## src/rtl/exc_commit.sv

```systemverilog
// -----------------------------------------------------------------------------
// exc_commit
//   Consumer side of the exception prioritiser. A single prioritised exception
//   reported at MEM is committed here: the CP0 exception registers are
//   updated, the younger pipeline stages are flushed for FLUSH_CYC cycles,
//   and the exception vector (or the ERET return address) is then offered to
//   fetch over a valid/ready redirect handshake.
//
//   Ports
//     clk, rst        clock, asynchronous active-high reset
//     exc_flag        prioritised exception present this cycle
//     exc_type        exception kind (0 none, 1..13 faults/traps, 14 ERET)
//     exc_baddr       faulting address (AdE/TLBR/TLBI/TLBM)
//     exc_save        1 = store reference (AdES/TLBS codes)
//     exc_pc          PC of the faulting instruction
//     exc_bd          faulting instruction sits in a branch delay slot
//     status_bev      Status.BEV (boot exception vectors)
//     cause_iv        Cause.IV (dedicated interrupt vector)
//     mtc0_we/addr/data  software CP0 write (12 Status.EXL, 14 EPC)
//     flush           kill all younger pipeline stages
//     redir_valid/pc  redirect target offered to fetch
//     redir_ready     fetch accepts the redirect
//     busy            a commit is in progress
//     epc, badvaddr, cause_exccode, cause_bd, status_exl  CP0 state
// -----------------------------------------------------------------------------
module exc_commit #(
  parameter int unsigned FLUSH_CYC = 2,
  parameter logic [31:0] VEC_BEV   = 32'hBFC00200,
  parameter logic [31:0] VEC_NORM  = 32'h80000000
) (
  input  logic        clk,
  input  logic        rst,
  input  logic        exc_flag,
  input  logic [3:0]  exc_type,
  input  logic [31:0] exc_baddr,
  input  logic        exc_save,
  input  logic [31:0] exc_pc,
  input  logic        exc_bd,
  input  logic        status_bev,
  input  logic        cause_iv,
  input  logic        mtc0_we,
  input  logic [4:0]  mtc0_addr,
  input  logic [31:0] mtc0_data,
  output logic        flush,
  output logic        redir_valid,
  output logic [31:0] redir_pc,
  input  logic        redir_ready,
  output logic        busy,
  output logic [31:0] epc,
  output logic [31:0] badvaddr,
  output logic [4:0]  cause_exccode,
  output logic        cause_bd,
  output logic        status_exl
);

  localparam logic [3:0] T_NONE = 4'd0;
  localparam logic [3:0] T_INTR = 4'd1;
  localparam logic [3:0] T_ADE  = 4'd2;
  localparam logic [3:0] T_TLBR = 4'd3;
  localparam logic [3:0] T_TLBI = 4'd4;
  localparam logic [3:0] T_TLBM = 4'd5;
  localparam logic [3:0] T_IBE  = 4'd6;
  localparam logic [3:0] T_DBE  = 4'd7;
  localparam logic [3:0] T_CPU  = 4'd8;
  localparam logic [3:0] T_RI   = 4'd9;
  localparam logic [3:0] T_OV   = 4'd10;
  localparam logic [3:0] T_TRAP = 4'd11;
  localparam logic [3:0] T_SYSC = 4'd12;
  localparam logic [3:0] T_BP   = 4'd13;
  localparam logic [3:0] T_ERET = 4'd14;

  localparam logic [4:0] CP0_STATUS = 5'd12;
  localparam logic [4:0] CP0_EPC    = 5'd14;

  // The counter is loaded on commit and the FSM leaves FLUSH when it reads 0,
  // so flush-only cycles equal FLUSH_CYC.
  localparam logic [3:0] CNT_INIT = 4'(FLUSH_CYC - 1);

  typedef enum logic [1:0] {
    S_IDLE  = 2'd0,
    S_FLUSH = 2'd1,
    S_REDIR = 2'd2
  } state_t;

  state_t      r_state;
  state_t      w_next;
  logic [3:0]  r_cnt;
  logic [3:0]  w_cnt_nxt;
  logic        w_flush;
  logic        w_rvalid;

  logic [31:0] r_epc;
  logic [31:0] r_badvaddr;
  logic [4:0]  r_exccode;
  logic        r_bd;
  logic        r_exl;
  logic [31:0] r_redir_pc;

  logic        w_valid_type;
  logic        w_commit;
  logic        w_is_eret;
  logic [31:0] w_base;
  logic [31:0] w_target;
  logic [31:0] w_epc_new;

  // ExcCode encoding; address-carrying faults split on load/store.
  function automatic logic [4:0] f_exccode(input logic [3:0] t, input logic st);
    logic [4:0] code;
    case (t)
      T_INTR:         code = 5'd0;
      T_TLBM:         code = 5'd1;
      T_TLBR, T_TLBI: code = st ? 5'd3 : 5'd2;
      T_ADE:          code = st ? 5'd5 : 5'd4;
      T_IBE:          code = 5'd6;
      T_DBE:          code = 5'd7;
      T_SYSC:         code = 5'd8;
      T_BP:           code = 5'd9;
      T_RI:           code = 5'd10;
      T_CPU:          code = 5'd11;
      T_OV:           code = 5'd12;
      T_TRAP:         code = 5'd13;
      default:        code = 5'd0;
    endcase
    return code;
  endfunction

  // Vector offset. TLB refill only uses the fast refill slot when not already
  // at exception level (a nested refill goes through the general vector).
  function automatic logic [31:0] f_vec_offset(input logic [3:0] t,
                                               input logic       exl,
                                               input logic       iv);
    logic [31:0] off;
    if (t == T_TLBR && !exl)
      off = 32'h0000_0000;
    else if (t == T_INTR && iv)
      off = 32'h0000_0200;
    else
      off = 32'h0000_0180;
    return off;
  endfunction

  function automatic logic f_has_baddr(input logic [3:0] t);
    return (t == T_ADE) || (t == T_TLBR) || (t == T_TLBI) || (t == T_TLBM);
  endfunction

  // Code 15 is unassigned and, like 0, is not treated as an exception.
  assign w_valid_type = (exc_type != T_NONE) && (exc_type != 4'd15);
  assign w_commit     = (r_state == S_IDLE) && exc_flag && w_valid_type;
  assign w_is_eret    = (exc_type == T_ERET);
  assign w_base       = status_bev ? VEC_BEV : VEC_NORM;
  assign w_epc_new    = exc_bd ? (exc_pc - 32'd4) : exc_pc;
  // ERET returns to the EPC held before this edge, even if mtc0 rewrites it now.
  assign w_target     = w_is_eret ? r_epc
                                  : (w_base + f_vec_offset(exc_type, r_exl, cause_iv));

  // ---- state register ----
  always_ff @(posedge clk or posedge rst) begin
    if (rst) begin
      r_state <= S_IDLE;
      r_cnt   <= 4'd0;
    end else begin
      r_state <= w_next;
      r_cnt   <= w_cnt_nxt;
    end
  end

  // ---- next state / outputs ----
  always_comb begin
    w_next    = r_state;
    w_cnt_nxt = r_cnt;
    w_flush   = 1'b0;
    w_rvalid  = 1'b0;
    case (r_state)
      S_IDLE: begin
        if (w_commit) begin
          w_next    = S_FLUSH;
          w_cnt_nxt = CNT_INIT;
        end
      end
      S_FLUSH: begin
        w_flush = 1'b1;
        if (r_cnt == 4'd0)
          w_next = S_REDIR;
        else
          w_cnt_nxt = r_cnt - 4'd1;
      end
      S_REDIR: begin
        w_flush  = 1'b1;
        w_rvalid = 1'b1;
        if (redir_ready)
          w_next = S_IDLE;
      end
      default: begin
        w_next = S_IDLE;
      end
    endcase
  end

  // ---- CP0 exception state and redirect target ----
  // mtc0 writes come first so that a commit in the same cycle overrides every
  // field it touches; fields the commit leaves alone keep the mtc0 value.
  always_ff @(posedge clk or posedge rst) begin
    if (rst) begin
      r_epc      <= 32'd0;
      r_badvaddr <= 32'd0;
      r_exccode  <= 5'd0;
      r_bd       <= 1'b0;
      r_exl      <= 1'b0;
      r_redir_pc <= 32'd0;
    end else begin
      if (mtc0_we && (mtc0_addr == CP0_EPC))
        r_epc <= mtc0_data;
      if (mtc0_we && (mtc0_addr == CP0_STATUS))
        r_exl <= mtc0_data[1];

      if (w_commit) begin
        r_redir_pc <= w_target;
        if (w_is_eret) begin
          r_exl <= 1'b0;
        end else begin
          r_exl     <= 1'b1;
          r_exccode <= f_exccode(exc_type, exc_save);
          // Nested exceptions keep the original return point.
          if (!r_exl) begin
            r_epc <= w_epc_new;
            r_bd  <= exc_bd;
          end
          if (f_has_baddr(exc_type))
            r_badvaddr <= exc_baddr;
        end
      end
    end
  end

  assign flush         = w_flush;
  assign redir_valid   = w_rvalid;
  assign redir_pc      = r_redir_pc;
  assign busy          = (r_state != S_IDLE);
  assign epc           = r_epc;
  assign badvaddr      = r_badvaddr;
  assign cause_exccode = r_exccode;
  assign cause_bd      = r_bd;
  assign status_exl    = r_exl;

endmodule

```

## config.mk

```make
export PLATFORM = sky130hd
export DESIGN_NAME = exc_commit
export DESIGN_NICKNAME = d
export VERILOG_FILES = /design/src/rtl/exc_commit.sv
export SDC_FILE = /design/constraint.sdc
export NUM_CORES = 1
export LEC_CHECK = 0
export BUFFER_PORTS_ARGS = -buffer_cell sky130_fd_sc_hd__buf_2
export CORE_MARGIN = 2
export CORE_UTILIZATION = 45
export CTS_BUF_LIST = sky130_fd_sc_hd__clkbuf_8
export DETAILED_ROUTE_END_ITERATION = 16
export GPL_TIMING_DRIVEN = 0
export HOLD_SLACK_MARGIN = 0.1
export PLACE_DENSITY = 0.78
export SLEW_MARGIN = 20
export SYNTH_ARGS = -nofsm -noshare
export SYNTH_HDL_FRONTEND = slang
export SYNTH_SLANG_ARGS = --single-unit
```

## constraint.sdc

```tcl
create_clock -name clk -period 3.4 [get_ports clk]
set_input_delay 0.68 -clock clk [delete_from_list [all_inputs] [get_ports clk]]
set_output_delay 0.68 -clock clk [all_outputs]
set_load 0.005 [all_outputs]
```

==> results.toml, run 1 <==
[synthesis]
synth.avg_cell_area_um2 = 10.15
seq_area_frac_synth_pct = 50.16
async_flop_share_pct = 100.0
ys.flop_type = "dfrtp_1"
synth_warnings = 0
synth_area_mm2 = 0.005388
ys_seq_elements = 108
synth-edff-count = 0
syn-num-nets = 653
ys_types = 47
synthCells = 531

[drt]
drc = 0
drt-total-wl_mm = 15.71
firstDrtPassIters = 4
num_vias = 4896
viasPerCell = 5.386
antenna_left = 0
avgRoutedWirePerCell_um = 17.29
drt_iter0_drc = 227

[place]
dpl_worst_slack_ps = 588.9
port_buffers = 216
gp_congestion = 0.8935
place_area_mm2 = 0.006711
hpwl_mm = 12.56

[clock_network]
numCtsBuffers = 9
post_cts_buffers = 0
cts.repair.resized = 0
cts-htree-levels = 3
cts_sinks = 108
ctsHoldBuffers = 0
cts_tree = "yes"
cts-root-buf = "clkbuf_8"
clockBufferDepth = 2
clk_latency_ps = 380
clk_pin_slew_ps = 100

[cells_and_area]
drive_above_1_share_pct = 37.52
nets = 883
fin_area_mm2 = 0.006883
fill_cells = 1020
syn_to_final_growth_pct = 27.75

[sta]
tightestPinTransition_ps = 660.4
fin_ws_ps = 982.0
max_freq_mhz = 413.6
finalHoldViolations = 0
maxSlewHeadroom_pct = 55.88
period_share_pct = 71.12
slew_viol_final = 0
fin_worst_skew_ps = 6.821
tns_ps = 0
layout_min_cycle_time_ps = 2418
grt_setup_unrepaired = "false"
holdWs_ps = 255.9
setup_viol_count_final = 0

[floorplan]
core_mm2 = 0.01156
initial_core_util_pct = 46.59
die_w_um = 113.4
num_io_pins = 220
std_cell_rows = 39
die_y_um = 113.4
dieArea_mm2 = 0.01286

[global_routing]
grt_pass1_vias = 4647
grtUsageTotal_pct = 24.22
grt_antenna_before_repair = 1
grt_max_degree = 38
grt_pass1_wl_mm = 24.17
overflow = 0

[min_path]
hold_class = "primary input to asynchronous set/reset pin"

[critical_path]
critPathSlowestCell = "nor3b_1"
cp_max_fo = 10
endpoint_kind = "flip-flop"
rr_worst_depth = 7
critPathKind = "primary input to flip-flop"
start_kind = "primary input"
crit_required_ps = 3670
crit_chain = "buf_2 -> nand4b_1 -> nor3b_1 -> clkbuf_1 -> mux2i_1 -> o21ai_0 -> a2bb2oi_1"
crit_path_start = "mtc0_addr[4]"
r2r_start = "r_state[1]"
critPathArrivalTime_ps = 2690
critPathMaxStageDelay_ps = 620

[power]
p_sw_share_pct = 36.51
ir_worst_vdd_uv = 256.9
powerDensity_mw_per_mm2 = 698.5
pwr-share-comb_pct = 39.4
p_leak_nw = 3.371
clock_power_share_pct = 14.9
power.total_mw = 4.808
p_seq_share_pct = 45.7
power_switching_mw = 1.755
internal-power_mw = 3.053

[run]
cap_violations = 0

[run_status]
status = "complete, no violations"
## power by group through the flow
stage	clock network, mW	registers (mW)	logic (mW)
6_report	0.714	2.20	1.90
2_1_floorplan	0	2.19	0.938
3_5_place_dp	0	2.21	1.91
4_1_cts	0.731	2.19	1.91
3_3_place_gp	0	2.18	1.82
5_1_grt	0.788	2.25	2.10
## flip-flops by register name (all words and copies together) (netlist names)
name and count:
cause_exccode 4, epc 32, r_state 2, cause_bd 1
redir_pc 32, badvaddr 32, status_exl 1, r_cnt 4
## critical path: cells and delay by family
kind                   cells  cell delay [ps]
AND/OR/NAND/NOR            2              870
multiplexers               1              300
buffers and inverters      2              580
AO/OA/AOI/OAI              2              250
## worst paths after layout
path                                 to  slack [ps]
setup / recovery                epc[28]         980
hold / removal              redir_pc[4]         260
setup reg to reg                epc[26]        1070
hold reg to reg            redir_pc[13]         470
max in group asynchronous  redir_pc[21]        2670
min in group clk           redir_pc[13]         470
## cell usage after synthesis, types with 4 or more instances
| master | n | share of area [%] |
|---|---|---|
| or3_1 | 6 | 0.70 |
| ha_1 | 8 | 1.9 |
| nor4_1 | 9 | 1.0 |
| buf_1 | 4 | 0.28 |
| nor2b_1 | 19 | 2.2 |
| dfrtp_1 | 108 | 50 |
| nand3_1 | 21 | 2.0 |
| a211oi_1 | 19 | 2.6 |
| nor2_1 | 17 | 1.2 |
| xnor2_1 | 20 | 3.3 |
| xor2_1 | 10 | 1.6 |
| nor3_1 | 12 | 1.1 |
| mux2_2 | 34 | 7.1 |
| mux2i_1 | 16 | 3.0 |
| and3_1 | 4 | 0.46 |
| inv_1 | 12 | 0.84 |
| nand2_1 | 81 | 5.6 |
| buf_4 | 4 | 0.56 |
| clkbuf_1 | 20 | 1.4 |
| o21ai_0 | 35 | 3.3 |
| a21oi_1 | 30 | 2.8 |
| nand2b_1 | 4 | 0.46 |
## area by class of cell
class | count | area (um2) | share of cell area, %
flip-flops and latches | 108 | 2703 | 39.27
inverters | 12 | 48.80 | 0.7090
clock buffers | 11 | 151.4 | 2.200
diodes | 1 | 2.502 | 0.03636
clock inverters | 4 | 17.52 | 0.2545
multi-input cells | 379 | 2500 | 36.32
repair buffers | 219 | 1141 | 16.58
well taps | 143 | 178.9 | 2.600
plain buffers | 32 | 140.1 | 2.036
## cell usage in the layout, fill, tap and decap left out, types with 3 or more instances in the layout
cell type and n:
buf_2 219, dfrtp_1 108, nand2_1 81, o21ai_0 35
mux2_2 34, a21oi_1 30, nand3_1 21, clkbuf_1 20
xnor2_1 20, nor2b_1 19, a211oi_1 19, nor2_1 17
mux2i_1 16, inv_1 13, nor3_1 12, clkbuf_8 11
xor2_1 10, nor4_1 9, ha_1 8, or3_1 6
and3_1 4, buf_1 4, nand2b_1 4, buf_4 4
nand4_1 3, o31ai_1 3, a31oi_1 3, or4_4 3
buf_12 3
## per-layer routing
metal | GRT usage [%] | up-vias | wire (um)
met4 | 9.919 | 0 | 488
met5 | 0 | - | 0
met2 | 40.52 | 220 | 7487
met1 | 30.01 | 2330 | 6566
li1 | - | 2310 | -
met3 | 6.323 | 36 | 1172
## stage by stage
stage / utilization [%] / std cells
after global routing: 59.52 / 909
after floorplan: - / 531
after CTS: 59.49 / 908
after global placement: 57.51 / 890
after detailed placement: 58.03 / 893
final: 59.52 / 909
## cells by family after synthesis
logic type	Yosys count	synth area share, %
buffers and inverters	44	3.437
DFF	108	50.16
adders and majority gates	8	1.858
and+or+nand+nor	193	18.83
other	1	0.06960
AOI/OAI and AO/OA	96	10.47
muxes	51	10.29
xor gates and xnor gates	30	4.877
No activity file was read; power rests on OpenSTA's default activity.
==> run 2, diff against run 1 <==
- clock period: 3.4 -> 1.95 ns (I/O delays scaled with it)
==> results.toml, run 2 (synthesized netlist as in run 1, its figures left out) <==
[cells_and_area]
drive_above_1_share_pct = 40.83
syn_to_final_growth_pct = 31.42
nets = 892
final_cell_mix = "219 x buf_2, 108 x dfrtp_1, 81 x nand2_1"
final_common_cell = "buf_2"
num_antenna_cells = 0
finalNonFillerCells = 917

[min_path]
holdCritStartpoint = "exc_pc[0]"
hold_class = "primary input to flip-flop"

[clock_network]
cts-htree-levels = 3
cts_sinks = 108
clk_pin_slew_ps = 90
cts_tree = "yes"
numCtsBuffers = 9
cts-root-buf = "clkbuf_8"
clockBufferDepth = 2
clk_latency_ps = 370

[power]
clock_power_share_pct = 16.7
p_leak_nw = 3.475
pwr-share-comb_pct = 38.6
p_seq_share_pct = 44.8
powerDensity_mw_per_mm2 = 1223
ir_worst_vdd_uv = 496.6
p_sw_share_pct = 35.56
internal-power_mw = 5.582
power_switching_mw = 3.080

[global_routing]
grtUsageTotal_pct = 24.52
grt_max_degree = 36
grt_antenna_before_repair = 0
grt_pass1_vias = 4945
overflow = 0
grt_pass1_wl_mm = 24.96

[critical_path]
critPathArrivalTime_ps = 2160
critPathSlowestCell = "or4_4"
cp_max_fo = 4
critPathKind = "primary input to flip-flop"
crit_required_ps = 2250
endpoint_kind = "flip-flop"
crit_path_start = "exc_pc[21]"
cp_common_cell = "or4_4"
start_kind = "primary input"
crit_chain = "buf_2 -> or4_4 -> or4_4 -> nor4_4 -> xor2_1 -> a2bb2oi_2"
critPathMaxStageDelay_ps = 550
r2r_start = "r_state[0]"

[drt]
antenna_left = 0
num_vias = 4951
drc = 0
viasPerCell = 5.399
firstDrtPassIters = 6
drt-total-wl_mm = 15.56
drt_iter0_drc = 263
avgRoutedWirePerCell_um = 16.97

[floorplan]
core_mm2 = 0.01156
std_cell_rows = 39
die_w_um = 113.4
initial_core_util_pct = 46.59
dieArea_mm2 = 0.01286
die_y_um = 113.4
num_io_pins = 220

[sta]
tightestPinTransition_ps = 693.4
grt_setup_unrepaired = "false"
period_share_pct = 95.46
maxSlewHeadroom_pct = 53.34
finalHoldViolations = 0
fin_worst_skew_ps = 10.84
max_freq_mhz = 537.2
slew_viol_final = 0
fin_ws_ps = 88.46
layout_min_cycle_time_ps = 1862
setup_viol_count_final = 0

[place]
hpwl_mm = 12.35
gp_congestion = 0.8828
port_buffers = 216
dpl.cell_count = 893
dpl_worst_slack_ps = -760.9

[run]
cap_violations = 0

[run_status]
status = "complete, no violations"
==> run 2: cell count changes in the layout (fill, tap and decap cells not counted), moves of 2 or more <==
cell       change
clkbuf_1       -7
nand4_2        -2
buf_6          +3
nand4_4        +2
bufinv_16      +2
inv_1          -3
clkbuf_2       +9
inv_2          +2
buf_4          +6
clkbuf_8       -2
buf_1          -3
==> run 2: power by group through the flow <==
stage / logic [mW] / registers (mW) / clock network (mW)
6_report: 3.34 / 3.88 / 1.45
5_1_grt: 3.78 / 3.98 / 1.56
4_1_cts: 3.35 / 3.86 / 1.47
3_5_place_dp: 3.26 / 3.90 / 0
3_3_place_gp: 3.13 / 3.86 / 0
2_1_floorplan: 1.65 / 3.82 / 0
==> run 2: metrics by stage <==
step                hold WS, ps  util (%)  instance area [um2]  power (mW)  TNS, ps
floorplan                 462.8         -                 5415       5.464   -93.67
finish                    232.4     61.22                 7081       8.662        0
CTS                       217.6     60.64                 7013       8.689        0
detailed placement        392.5     58.24                 6735       7.165   -40730
global placement          449.0     57.72                 6675       6.989   -73150
global route              227.6     61.22                 7081       9.312        0
==> run 2: layout make-up <==
type	count	area, um2
fillers	1006	4484
flip-flops and latches	108	2703
well taps	143	178.9
multi-input cells	379	2567
clock inverters	6	81.33
inverters	12	48.80
repair buffers	229	1219
clock buffers	9	123.9
plain buffers	31	158.9
==> run 2: timing repair <==
action	4_1_cts	5_1_grt
endpoints found under the hold margin	12	0
hold buffers	1	0
pin swaps	2	1
setup buffers	4	5
endpoints found under the setup margin	92	84
resized for setup	11	14
==> run 2: path summary, 6_finish.rpt <==
| kind | end | slack (ps) | cells past startpoint |
|---|---|---|---|
| setup reg to reg | badvaddr[22] | 110 | 6 |
| hold reg to reg | redir_pc[13] | 470 | 2 |
| min in group asynchronous | badvaddr[18] | 550 | 3 |
| setup / recovery | epc[31] | 90 | 6 |
| hold / removal | epc[0] | 230 | 3 |
| max in group asynchronous | epc[16] | 710 | 5 |
==> run 2: worst max-delay path, delay by kind of cell <==
kind / cells / cell delay (ps)
AO/OA/AOI/OAI: 1 / 150
AND/OR/NAND/NOR: 3 / 1290
XOR/XNOR: 1 / 210
buffers and inverters: 1 / 120
==> run 2: per-layer routing <==
metal / routed length (um) / share of wire, % / GRT usage (%)
met2: 7663 / 49 / 43.35
met4: 388 / 2.5 / 8.049
met5: 0 / 0 / 0
met3: 1030 / 6.6 / 3.719
met1: 6476 / 42 / 30.95
==> run 3, diff against run 2 <==
==> constraint.sdc (replaced) <==
create_clock -name clk -period 1.95 [get_ports clk]
set_input_delay 0.0975 -clock clk [delete_from_list [all_inputs] [get_ports clk]]
set_output_delay 0.0975 -clock clk [all_outputs]
set_load 0.005 [all_outputs]
==> results.toml, run 3 (synthesized netlist as in run 1, its figures left out) <==
[floorplan]
die_w_um = 113.4
dieArea_mm2 = 0.01286
num_io_pins = 220
core_mm2 = 0.01156
std_cell_rows = 39
initial_core_util_pct = 46.59
die_y_um = 113.4

[run]
cap_violations = 0

[drt]
num_vias = 5429
antenna_left = 0
drc = 1
avgRoutedWirePerCell_um = 17.69
firstDrtPassIters = 10
drt-total-wl_mm = 17.89
viasPerCell = 5.370
drt_iter0_drc = 347

[cells_and_area]
nets = 985
syn_to_final_growth_pct = 48.28
final_common_cell = "buf_2"
fin_util_pct = 69.08
fin_area_mm2 = 0.007989
fill_cells = 874
drive_above_1_share_pct = 36.06
num_antenna_cells = 0
final_cell_mix = "219 x buf_2, 108 x dfrtp_1, 93 x dlygate4sd3_1"

[sta]
slew_viol_final = 0
fin_ws_ps = 66.58
finalHoldViolations = 0
grt_setup_unrepaired = "true"
maxSlewHeadroom_pct = 57.85
layout_min_cycle_time_ps = 1883
fin_worst_skew_ps = 11.12
period_share_pct = 96.59
tightestPinTransition_ps = 629.5
holdWs_ps = 118.1
max_freq_mhz = 530.9
setup_viol_count_final = 0

[critical_path]
endpoint_kind = "flip-flop"
worst_path_dominant_cell_family = "compound AO/OA/AOI/OAI gates"
crit_chain = "inv_2 -> ha_4 -> nand4_1 -> a21oi_2 -> nor2_1 -> a211oi_1"
start_kind = "flip-flop"
critPathMaxStageDelay_ps = 420
cp_max_fo = 9
critPathArrivalTime_ps = 2170
critPathKind = "flip-flop to flip-flop"
critPathSlowestCell = "a21oi_2"
cp_num_buf_inv = 1
crit_required_ps = 2240

[power]
power.total_mw = 9.069
p_seq_share_pct = 42.8
internal-power_mw = 5.786
p_sw_share_pct = 36.20
p_leak_nw = 3.844
power_switching_mw = 3.283
pwr-share-comb_pct = 40.3
ir_worst_vdd_uv = 546.9
clock_power_share_pct = 16.9
powerDensity_mw_per_mm2 = 1135

[place]
hpwl_mm = 12.56
port_buffers = 216
gp_congestion = 0.8850
place_area_mm2 = 0.006720
dpl_worst_slack_ps = -527.5

[clock_network]
clk_latency_ps = 380
clk_pin_slew_ps = 110
cts-root-buf = "clkbuf_8"
cts_tree = "yes"
cts-htree-levels = 3
numCtsBuffers = 9
cts_sinks = 108
clockBufferDepth = 2

[global_routing]
met3_usage_pct = 4.623
globalRouteMet1Util_pct = 33.38
grt_max_degree = 37
grt_pass1_vias = 5458
overflow = 0
grt_pass1_wl_mm = 27.91
grt_use_met2_pct = 48.94
grtUsageTotal_pct = 27.68
busiest_layer = "met2"
grt_antenna_before_repair = 0

[run_status]
status = "complete, but fails checks"
violations = "design-rule violations"

[min_path]
hold_class = "primary input to flip-flop"
[run 3: path summary, 6_finish.rpt]
check | startpoint | endpoint | slack [ps] | cells after the start
max | r_state[0] | r_cnt[1] | 70 | 6
min | exc_pc[3] | epc[5] | 120 | 4
max reg2reg | r_state[0] | r_cnt[1] | 70 | 6
min reg2reg | redir_pc[11] | redir_pc[11] | 470 | 2
max in group asynchronous | rst | redir_pc[25] | 920 | 5
min in group asynchronous | rst | badvaddr[12] | 300 | 3
[run 3: layer usage]
layer | part of all wire (%) | vias up
li1 | - | 2519
met1 | 40 | 2605
met2 | 51 | 258
met3 | 6.0 | 47
met4 | 3.4 | 0
met5 | 0 | -
[run 3: worst min-delay path, delay by kind of cell]
kind	cells	cell delay, ps
compound gates	1	90
simple gates	2	170
buf+inv	1	110
[run 3: power groups by stage]
stage                     registers (mW)  logic [mW]  clock network, mW
after floorplan                     3.82        1.64                  0
after global placement              3.82        3.15                  0
after detailed placement            3.87        3.29                  0
after CTS                           3.83        3.59               1.57
after global routing                3.97        4.03               1.65
final                               3.88        3.66               1.54
[run 3: timing repair]
item,4_1_cts,5_1_grt
resized for setup,7,14
gates cloned,1,0
endpoints found under the setup margin,88,77
setup buffers,5,4
hold buffers,93,0
pin swaps,2,3
hold endpoints to repair,91,0
[run 3: through the flow]
stage	TNS, ps	std cells
after detailed placement	-25310	893
after floorplan	0	531
after global routing	-132.3	1011
after global placement	-25770	890
final	0	1011
after CTS	0	1008
[run 3: final cells by class]
class | instances | area [um2] | area share [%]
plain buffers | 31 | 148.9 | 1.864
clock buffers | 9 | 123.9 | 1.551
clock inverters | 7 | 98.84 | 1.237
inverters | 12 | 48.80 | 0.6108
multi-input cells | 380 | 2547 | 31.89
flip-flops and latches | 108 | 2703 | 33.83
well taps | 143 | 178.9 | 2.240
repair buffers | 321 | 2140 | 26.78
